<file path="src/rtl/cpu_types_pkg.sv">
// Shared CPU datapath types and constants.
package cpu_types_pkg;
  typedef logic [31:0] word_t;

  localparam word_t PC_INIT_DEFAULT = 32'h0000_0000;
  localparam word_t PC_STEP         = 32'd4;

  typedef enum logic [1:0] {
    FETCH   = 2'd0,
    DISCARD = 2'd1,
    HOLD    = 2'd2,
    HALTED  = 2'd3
  } fetch_state_t;
endpackage

</file>
<file path="src/rtl/fetch_hold_buf.sv">
// One-entry instruction/PC buffer that absorbs a fetched word while IF/ID is stalled.
module fetch_hold_buf
  import cpu_types_pkg::*;
(
  input  logic  CLK,
  input  logic  nRST,
  input  logic  load_i,
  input  logic  clear_i,
  input  word_t instr_i,
  input  word_t pc_i,
  output word_t instr_o,
  output word_t pc_o,
  output logic  valid_o
);
  word_t instr_q;
  word_t pc_q;
  logic  valid_q;

  // Clear wins over load so a redirect always drops the held word.
  always_ff @(posedge CLK, negedge nRST) begin
    if (!nRST) begin
      instr_q <= '0;
      pc_q    <= '0;
      valid_q <= 1'b0;
    end else if (clear_i) begin
      instr_q <= '0;
      pc_q    <= '0;
      valid_q <= 1'b0;
    end else if (load_i) begin
      instr_q <= instr_i;
      pc_q    <= pc_i;
      valid_q <= 1'b1;
    end
  end

  assign instr_o = instr_q;
  assign pc_o    = pc_q;
  assign valid_o = valid_q;
endmodule

</file>
<file path="src/rtl/fetch_stage.sv">
// Instruction-fetch stage: owns the PC, runs the imem handshake, feeds IF/ID.
module fetch_stage
  import cpu_types_pkg::*;
#(
  parameter word_t PC_INIT = PC_INIT_DEFAULT
) (
  input  logic  CLK,
  input  logic  nRST,
  input  logic  ihit,
  input  word_t imemload,
  output logic  iREN,
  output word_t imemaddr,
  input  logic  stall,
  input  logic  redirect,
  input  word_t redirect_addr,
  input  logic  halt,
  output word_t instruction,
  output word_t pc_out,
  output word_t npc,
  output logic  enable_IF_ID,
  output logic  flush_IF_ID
);
  fetch_state_t state_q, state_d;
  word_t        pc_q, pc_d;
  word_t        pend_q, pend_d;
  logic         buf_load, buf_clear, buf_valid;
  word_t        buf_instr, buf_pc;

  fetch_hold_buf u_hold_buf (
    .CLK     (CLK),
    .nRST    (nRST),
    .load_i  (buf_load),
    .clear_i (buf_clear),
    .instr_i (imemload),
    .pc_i    (pc_q),
    .instr_o (buf_instr),
    .pc_o    (buf_pc),
    .valid_o (buf_valid)
  );

  always_comb begin
    state_d      = state_q;
    pc_d         = pc_q;
    pend_d       = pend_q;
    buf_load     = 1'b0;
    buf_clear    = 1'b0;
    enable_IF_ID = 1'b0;
    instruction  = '0;
    pc_out       = '0;
    case (state_q)
      FETCH: begin
        if (redirect) begin
          if (ihit) begin
            pc_d = redirect_addr;
          end else begin
            pend_d  = redirect_addr;
            state_d = DISCARD;
          end
        end else begin
          if (ihit && !stall) begin
            enable_IF_ID = 1'b1;
            instruction  = imemload;
            pc_out       = pc_q;
          end
          if (halt) begin
            state_d = HALTED;
          end else if (ihit) begin
            pc_d = pc_q + PC_STEP;
            if (stall) begin
              buf_load = 1'b1;
              state_d  = HOLD;
            end
          end
        end
      end
      // The in-flight request must complete at the old address before retargeting.
      DISCARD: begin
        if (redirect) begin
          if (ihit) begin
            pc_d    = redirect_addr;
            state_d = FETCH;
          end else begin
            pend_d = redirect_addr;
          end
        end else if (halt) begin
          state_d = HALTED;
        end else if (ihit) begin
          pc_d    = pend_q;
          state_d = FETCH;
        end
      end
      HOLD: begin
        if (redirect) begin
          buf_clear = 1'b1;
          pc_d      = redirect_addr;
          state_d   = FETCH;
        end else begin
          if (!stall && buf_valid) begin
            enable_IF_ID = 1'b1;
            instruction  = buf_instr;
            pc_out       = buf_pc;
          end
          if (halt) begin
            buf_clear = 1'b1;
            state_d   = HALTED;
          end else if (!stall) begin
            buf_clear = 1'b1;
            state_d   = FETCH;
          end
        end
      end
      default: ;
    endcase
    if (!nRST) begin
      enable_IF_ID = 1'b0;
      instruction  = '0;
      pc_out       = '0;
    end
  end

  always_ff @(posedge CLK, negedge nRST) begin
    if (!nRST) begin
      state_q <= FETCH;
      pc_q    <= PC_INIT;
      pend_q  <= '0;
    end else begin
      state_q <= state_d;
      pc_q    <= pc_d;
      pend_q  <= pend_d;
    end
  end

  assign iREN        = (state_q == FETCH) || (state_q == DISCARD);
  assign imemaddr    = pc_q;
  assign npc         = pc_out + PC_STEP;
  assign flush_IF_ID = redirect;
endmodule

</file>
<file path="config.mk">
export PLATFORM = sky130hd
export DESIGN_NAME = fetch_stage
export DESIGN_NICKNAME = d
export VERILOG_FILES = /design/src/rtl/cpu_types_pkg.sv /design/src/rtl/fetch_hold_buf.sv /design/src/rtl/fetch_stage.sv
export SDC_FILE = /design/constraint.sdc
export NUM_CORES = 1
export LEC_CHECK = 0
export ABC_AREA = 1
export ABC_CLOCK_PERIOD_IN_PS = 2000
export CAP_MARGIN = 20
export CELL_PAD_IN_SITES_DETAIL_PLACEMENT = 1
export CELL_PAD_IN_SITES_GLOBAL_PLACEMENT = 2
export CORE_ASPECT_RATIO = 1.1
export CORE_UTILIZATION = 25
export DETAILED_ROUTE_END_ITERATION = 10
export GPL_ROUTABILITY_DRIVEN = 0
export PLACE_DENSITY = 0.75
export SLEW_MARGIN = 10
export SYNTH_ARGS = -nofsm -noshare
export SYNTH_HDL_FRONTEND = slang
export SYNTH_SLANG_ARGS = --single-unit
</file>
<file path="constraint.sdc">
create_clock -name CLK -period 2 [get_ports CLK]
set_input_delay 0.2 -clock CLK [delete_from_list [all_inputs] [get_ports CLK]]
set_output_delay 0.2 -clock CLK [all_outputs]
set_load 0.005 [all_outputs]
</file>
# After elaboration in Yosys (flattened, before gate mapping)
# Cells that the tools add are included.
[totals]
reg_bits = 131
inputBits = 70
out_inout_bits = 131
wordCells = 85
[classes]
addsub = 2
n_eq_ne = 11
mux = 54
n_bitwise = 1
n_reduce_logical = 11
[op_table]
columns = ["cell", "n"]
rows = [
  ["$mux W32", 22],
  ["$pmux W32 S2", 2],
  ["$pmux W32 S3", 1],
  ["$add A32 B3 Y32 const B", 2],
  ["$mux W2", 11],
  ["$mux W1", 16],
  ["$ne A3 B3 Y1 const B", 5],
  ["$ne A4 B4 Y1 const B", 3],
  ["$pmux W2 S3", 1],
  ["$reduce_and A6 Y1", 1],
  ["$reduce_and A5 Y1", 1],
  ["$reduce_and A3 Y1", 1],
  ["$reduce_bool A3 Y1", 1],
  ["$eq A2 B1 Y1 const B", 1],
  ["$eq A2 B2 Y1 const B", 1],
  ["$logic_and A1 B1 Y1", 2],
  ["$logic_not A2 Y1", 1],
  ["$ne A2 B2 Y1 const B", 1],
  ["$pmux W1 S2", 1],
  ["$reduce_bool A2 Y1", 1],
  ["$reduce_or A2 Y1", 1],
  ["$logic_not A1 Y1", 1],
  ["$logic_or A1 B1 Y1", 1],
  ["$not A1 Y1", 1],
]

# Depth between registers and ports, before layout
[depth]
depth_word = 7
ltp_mapped = 16
mapped_depth_nobuf = 14

# Cells and area by module
# From an unflattened synthesis, not the netlist that was laid out.
[unflattened]
hier_cells = 1474
hier_area_um2 = 9696.8
[modules_own_cells]
columns = ["mod", "instances", "cells_each", "area_each_um2", "seq_area_each_um2"]
rows = [
  ["fetch_stage", 1, 1194, 7081.8, 1651.6],
  ["fetch_hold_buf", 1, 280, 2615.0, 1626.6],
]

# Least setup slack after synthesis
# OpenSTA, ideal clock, no wires.
[synth_path]
path_kind = "reg-to-output"
start = "reg state_q[0]"
end = "out npc[16]"
arrival_ns = 2.060
required_time_ns = 1.800
setup_slack_ns = -0.260
path_stages_with_launch = 16
path_buffers = 2
path_cell_list = "dfrtp_1 > inv_1 > ha_1 > buf_4 > nand2_1 > inv_2 > buf_4 > nand3_1 > o21ai_2 > nand2_1 > inv_1 > ha_1 > nand2_2 > nor2_2 > nand2_1 > xor2_1"
[synth_via]
elab_chain_len = 4
elab_cells_between_ends = 5
cone_classes = "1 x add/sub; 1 x eq/ne; 2 x mux; 1 x reduce/logical"
[synth_lines]
columns = ["element", "line", "source"]
rows = [
  ["start: declaration", "fetch_stage.sv:23", "fetch_state_t state_q, state_d;"],
  ["start signal: assignment", "fetch_stage.sv:127", "state_q <= state_d;"],
  ["$eq A2 B2 Y1 or $logic_not A2 Y1 (tied branches)", "fetch_stage.sv:50", "case (state_q)"],
  ["$pmux W32 S2 (*)", "fetch_stage.sv:50", ""],
  ["$mux W32 (*)", "fetch_stage.sv:114", "if (!nRST) begin"],
  ["net pc_out[2]", "fetch_stage.sv:18", "output word_t pc_out,"],
  ["$add A32 B3 Y32 (*)", "fetch_stage.sv:135", "assign npc = pc_out + PC_STEP;"],
  ["end: declaration", "fetch_stage.sv:19", "output word_t npc,"],
]
# The timed path passes the listed nets; every way through them passes the cells marked *.

# Worst setup path in the final report
[layout_path]
start = "reg state_q[0]"
end = "out npc[29]"
[layout_via]
elab_chain_len = 4
elab_cells_between_ends = 5
cone_classes = "1 x add/sub; 1 x eq/ne; 2 x mux; 1 x reduce/logical"
[layout_lines]
columns = ["element", "line"]
rows = [
  ["$eq A2 B2 Y1 or $logic_not A2 Y1 (tied branches)", "fetch_stage.sv:50"],
  ["$pmux W32 S2 (*)", "fetch_stage.sv:50"],
  ["$mux W32 (*)", "fetch_stage.sv:114"],
  ["$add A32 B3 Y32 (*)", "fetch_stage.sv:135"],
]
# Every way passes the cells marked *; elsewhere a longest branch is shown, timed or not.

==> metrics.md <==
| Metric | Value |
|---|---|
| Status | `finished with violations` |
| Violated checks | `negative setup slack` |
| Met3 usage | `0.02570` |
| Initial core utilization | `0.2532` |
| Cell Area, Synth | `roughly 9400 um2` |
| Vias in the first global route | `12,225` |
| Slew HR | `0.6133` |
| Count of cell types in the netlist | `35` |
| DR pass1 iterations | `5` |
| TritonCTS Buffers | `17` |
| IO buf count | `200` |
| Cts hold-fix bufs | `0` |
| Crit path launch type | `flip-flop` |
| CTS tree | `yes` |
| WL/cell | `20.02 um` |
| CP arrival | `between 2 and 3 ns` |
| Hold Vio Cnt, Final | `0` |
| Seq/Total Area, Yosys | `0.3496` |
| Std-Cell Rows | `74` |
| Post-layout nets | `approximately 2,000` |
| Top area cells in the synthesized netlist | `dfrtp_1 35%, nand2_1 14%, inv_1 9.9%` |
| Global routing usage on met2 | `0.3873` |
| 1st-iter DRT viols | `638` |
| Top-count cell post-synth | `nand2_1` |
| Die height | `205.1 um` |
| GRT Util Overall | `0.2260` |
| Ys flop type | `dfrtp_1` |
| Layout cells sized above 1 | `0.3570` |
| R2r setup slk | `-0.25 ns` |
| Clk Latency, worst-skew pair | `approximately 0.43 ns` |
| DRC | `0` |
| Core Region | `37,040 um2` |
| Setup slack after layout | `-1.023 ns` |
| Clock root cell | `clkbuf_16` |
| First-pass GRT wire length | `roughly 68,000 um` |
| Tmin final | `around 3.0 ns` |
| Final non-filler cell total | `between 2,000 and 2,500` |
| Largest net degree at the start of global routing | `between 90 and 100` |
| Most common library cells after synthesis | `353 x nand2_1, 247 x inv_1, 169 x nand3_1` |
| Worst-path cell with the longest stage delay | `dfrtp_1` |
| Synth top area share | `0.3496` |
| Placed cell count | `2,297` |
| Setup violators final | `roughly 130` |
| Slowest stage delay, CP | `roughly 0.4 ns` |
| Grt peak-use layer | `met2` |
| Asr flop ratio synth | `1.000` |
| Worst Max-Slew Pin Slew | `roughly 0.58 ns` |
| Die ar. | `between 30,000 and 40,000 um2` |
| R2R depth | `14` |
| Vias per cell | `between 4 and 5` |
| Terminus of the critical flop-to-flop path | `imemaddr[16]$_DFFE_PN0P_` |
| Via count | `11,903` |
| Pwr Density | `about 1000 nW/um2` |
| Worst setup path class | `flip-flop to output pin` |
| Die W | `~190 um` |
| Mean area per synthesized cell | `approximately 6.4 um2` |
| R2r startpoint | `state_q[0]$_DFFE_PN0P_` |
| Clk sink count | `about 130` |
| Hold crit path type | `input pin to asynchronous set/reset pin` |
| Antenna violations before repair | `0` |
| Place WS | `-1.078 ns` |
| Mapped Nets | `around 1,500` |
| Post-Synthesis Cells | `between 1,000 and 1,500` |
| Largest fanout on the critical path | `8` |
| Total gr overflow | `0` |
| Clock transition at path regs | `about 0.060 ns` |
| Post-DP HPWL | `~31,000 um` |
| Clock Skew | `slightly above 0.009 ns` |
| Max Fclk | `around 0.33 GHz` |
| Final ANT Viol Nets | `0` |
| Unrepaired setup endpoints after global routing | `yes` |
| Max-slew violation count | `0` |
| Register bit total from synthesis | `131` |
| Final WL | `48,470 um` |
| CP endpoint kind | `output pin` |
| Cell mode on critical path | `nand2_1` |
| IO Pins | `around 200` |
| CP required | `around 1.8 ns` |
| Synth Warn # | `0` |
| CTS max path bufs | `2` |
| Number of synthesized flops with an enable pin | `0` |
| Final Cycle Share | `1.511` |
| Area delta synth->final | `80.68%` |
| Leak | `around 8 nW` |
| Diodes inserted | `0` |
| M1 GR Usage | `0.2946` |
| Worst IR Drop VDD | `roughly 0.75 mV` |
| Leading area contributor after synthesis | `dfrtp_1` |
| H-tree levels | `4` |
| Crit-path cells | `inv_2 > ha_4 > nand2_4 > clkinv_8 > buf_12 > nand3_4 > nand2_8 > nand3_4 > nor2_4 > nand2_4 > nor2_4 > buf_4 > buf_6 > nand2_1 > nand2_1 > nand2_1 > clkbuf_2` |
| Total of max-cap violations | `0` |
## report_power, final
part / internal (W) / leakage, nW / switching [W] / total (W)
clock network: 0.00195 / 0.279 / 0.00131 / 0.00326
registers: 0.00363 / 1.70 / 0.000736 / 0.00437
logic: 0.00439 / 5.92 / 0.00574 / 0.0101
total: 0.00997 / 7.91 / 0.00779 / 0.0178
## cells by family (layout without fill, tap and decap cells)
logic type      count (synthesis)  in the layout  synth area share
xor+xnor                       19             19           0.01775
fa+ha+maj                       6              6          0.008005
flops                         131            131            0.3496
mux                             6              6          0.007204
simple gates                  712            712            0.3203
buf+inv                       329            797            0.1408
compound gates                256            256            0.1564
## layout make-up
type	count	area (um2)
Inverter	251	997.2
Timing Repair Buffer	514	4942
Multi-Input combinational cell	999	6507
Fill cell	4481	20090
Tap cell	494	618.1
Clock inverter	10	125.1
Clock buffer	22	474.2
Sequential cell	131	3279
## worst max path at each step
stage	start	to	slack [ns]	depth (start not counted)
floorplan	state_q[1]$_DFFE_PN0P_	npc[16]	-0.08	14
global placement	redirect	npc[30]	-1.04	12
detailed placement	redirect	npc[14]	-1.08	11
CTS	state_q[0]$_DFFE_PN0P_	npc[29]	-0.96	18
global route	state_q[0]$_DFFE_PN0P_	npc[29]	-1.07	17
finish	state_q[0]$_DFFE_PN0P_	npc[29]	-1.02	17
## metal layers
layer	vias up	part of all wire	wire [um]
met5	-	0	0
met4	0	0.039	1896
met3	92	0.031	1515
met2	303	0.50	24240
met1	5880	0.43	20820
li1	5628	-	-
## worst max-delay path, delay by kind of cell (launching register included)
family / cells / cell delay (ns)
AND/OR/NAND/NOR: 10 / 1.09
buffers and inverters: 6 / 0.71
flip-flops: 1 / 0.39
adder cells (fa/ha/maj): 1 / 0.17
## registers in the layout, summed over array words and instances, names as in the netlist
signal              count
imemaddr               32
pend_q                 32
u_hold_buf.instr_o     32
u_hold_buf.pc_o        32
state_q                 2
u_hold_buf.valid_o      1
## through the flow
step	total power (W)	hold WS [ns]	TNS, ns	utilization	cell area [um2]
2_1_floorplan	0.008257	-0.09559	-0.2883	-	9448
3_3_place_gp	0.01303	0.4674	-67.87	0.3668	13580
3_5_place_dp	0.01320	0.4742	-70.38	0.3668	13580
4_1_cts	0.01692	0.3030	-83.55	0.4157	15390
5_1_grt	0.01879	0.3588	-79.42	0.4575	16940
6_report	0.01776	0.3495	-64.97	0.4575	16940
## layout by cell type (no fill, tap or decap), drive strengths merged, types with 4 or more instances in the layout
master	synthesis	routed
clkbuf	32	46
xor2	19	19
clkinv	3	6
dfrtp	131	131
a21oi	43	43
nor2	140	140
nand4	10	10
dlymetal6s2s	0	12
inv	248	247
nand3	169	169
clkdlybuf4s50	0	139
ha	6	6
o22ai	77	77
nor3	36	36
nand2	356	356
a211oi	9	9
mux2	6	6
clkinvlp	0	6
o21ai	105	105
a22oi	12	12
buf	46	339
a21boi	4	4
## repair_timing
action                     CTS  global route
resized for setup          263           433
setup endpoints to repair  131           198
cloned                       4             6
pin swaps                   72           116
buffers inserted            59            43
(Power assumes the default switching activity.)
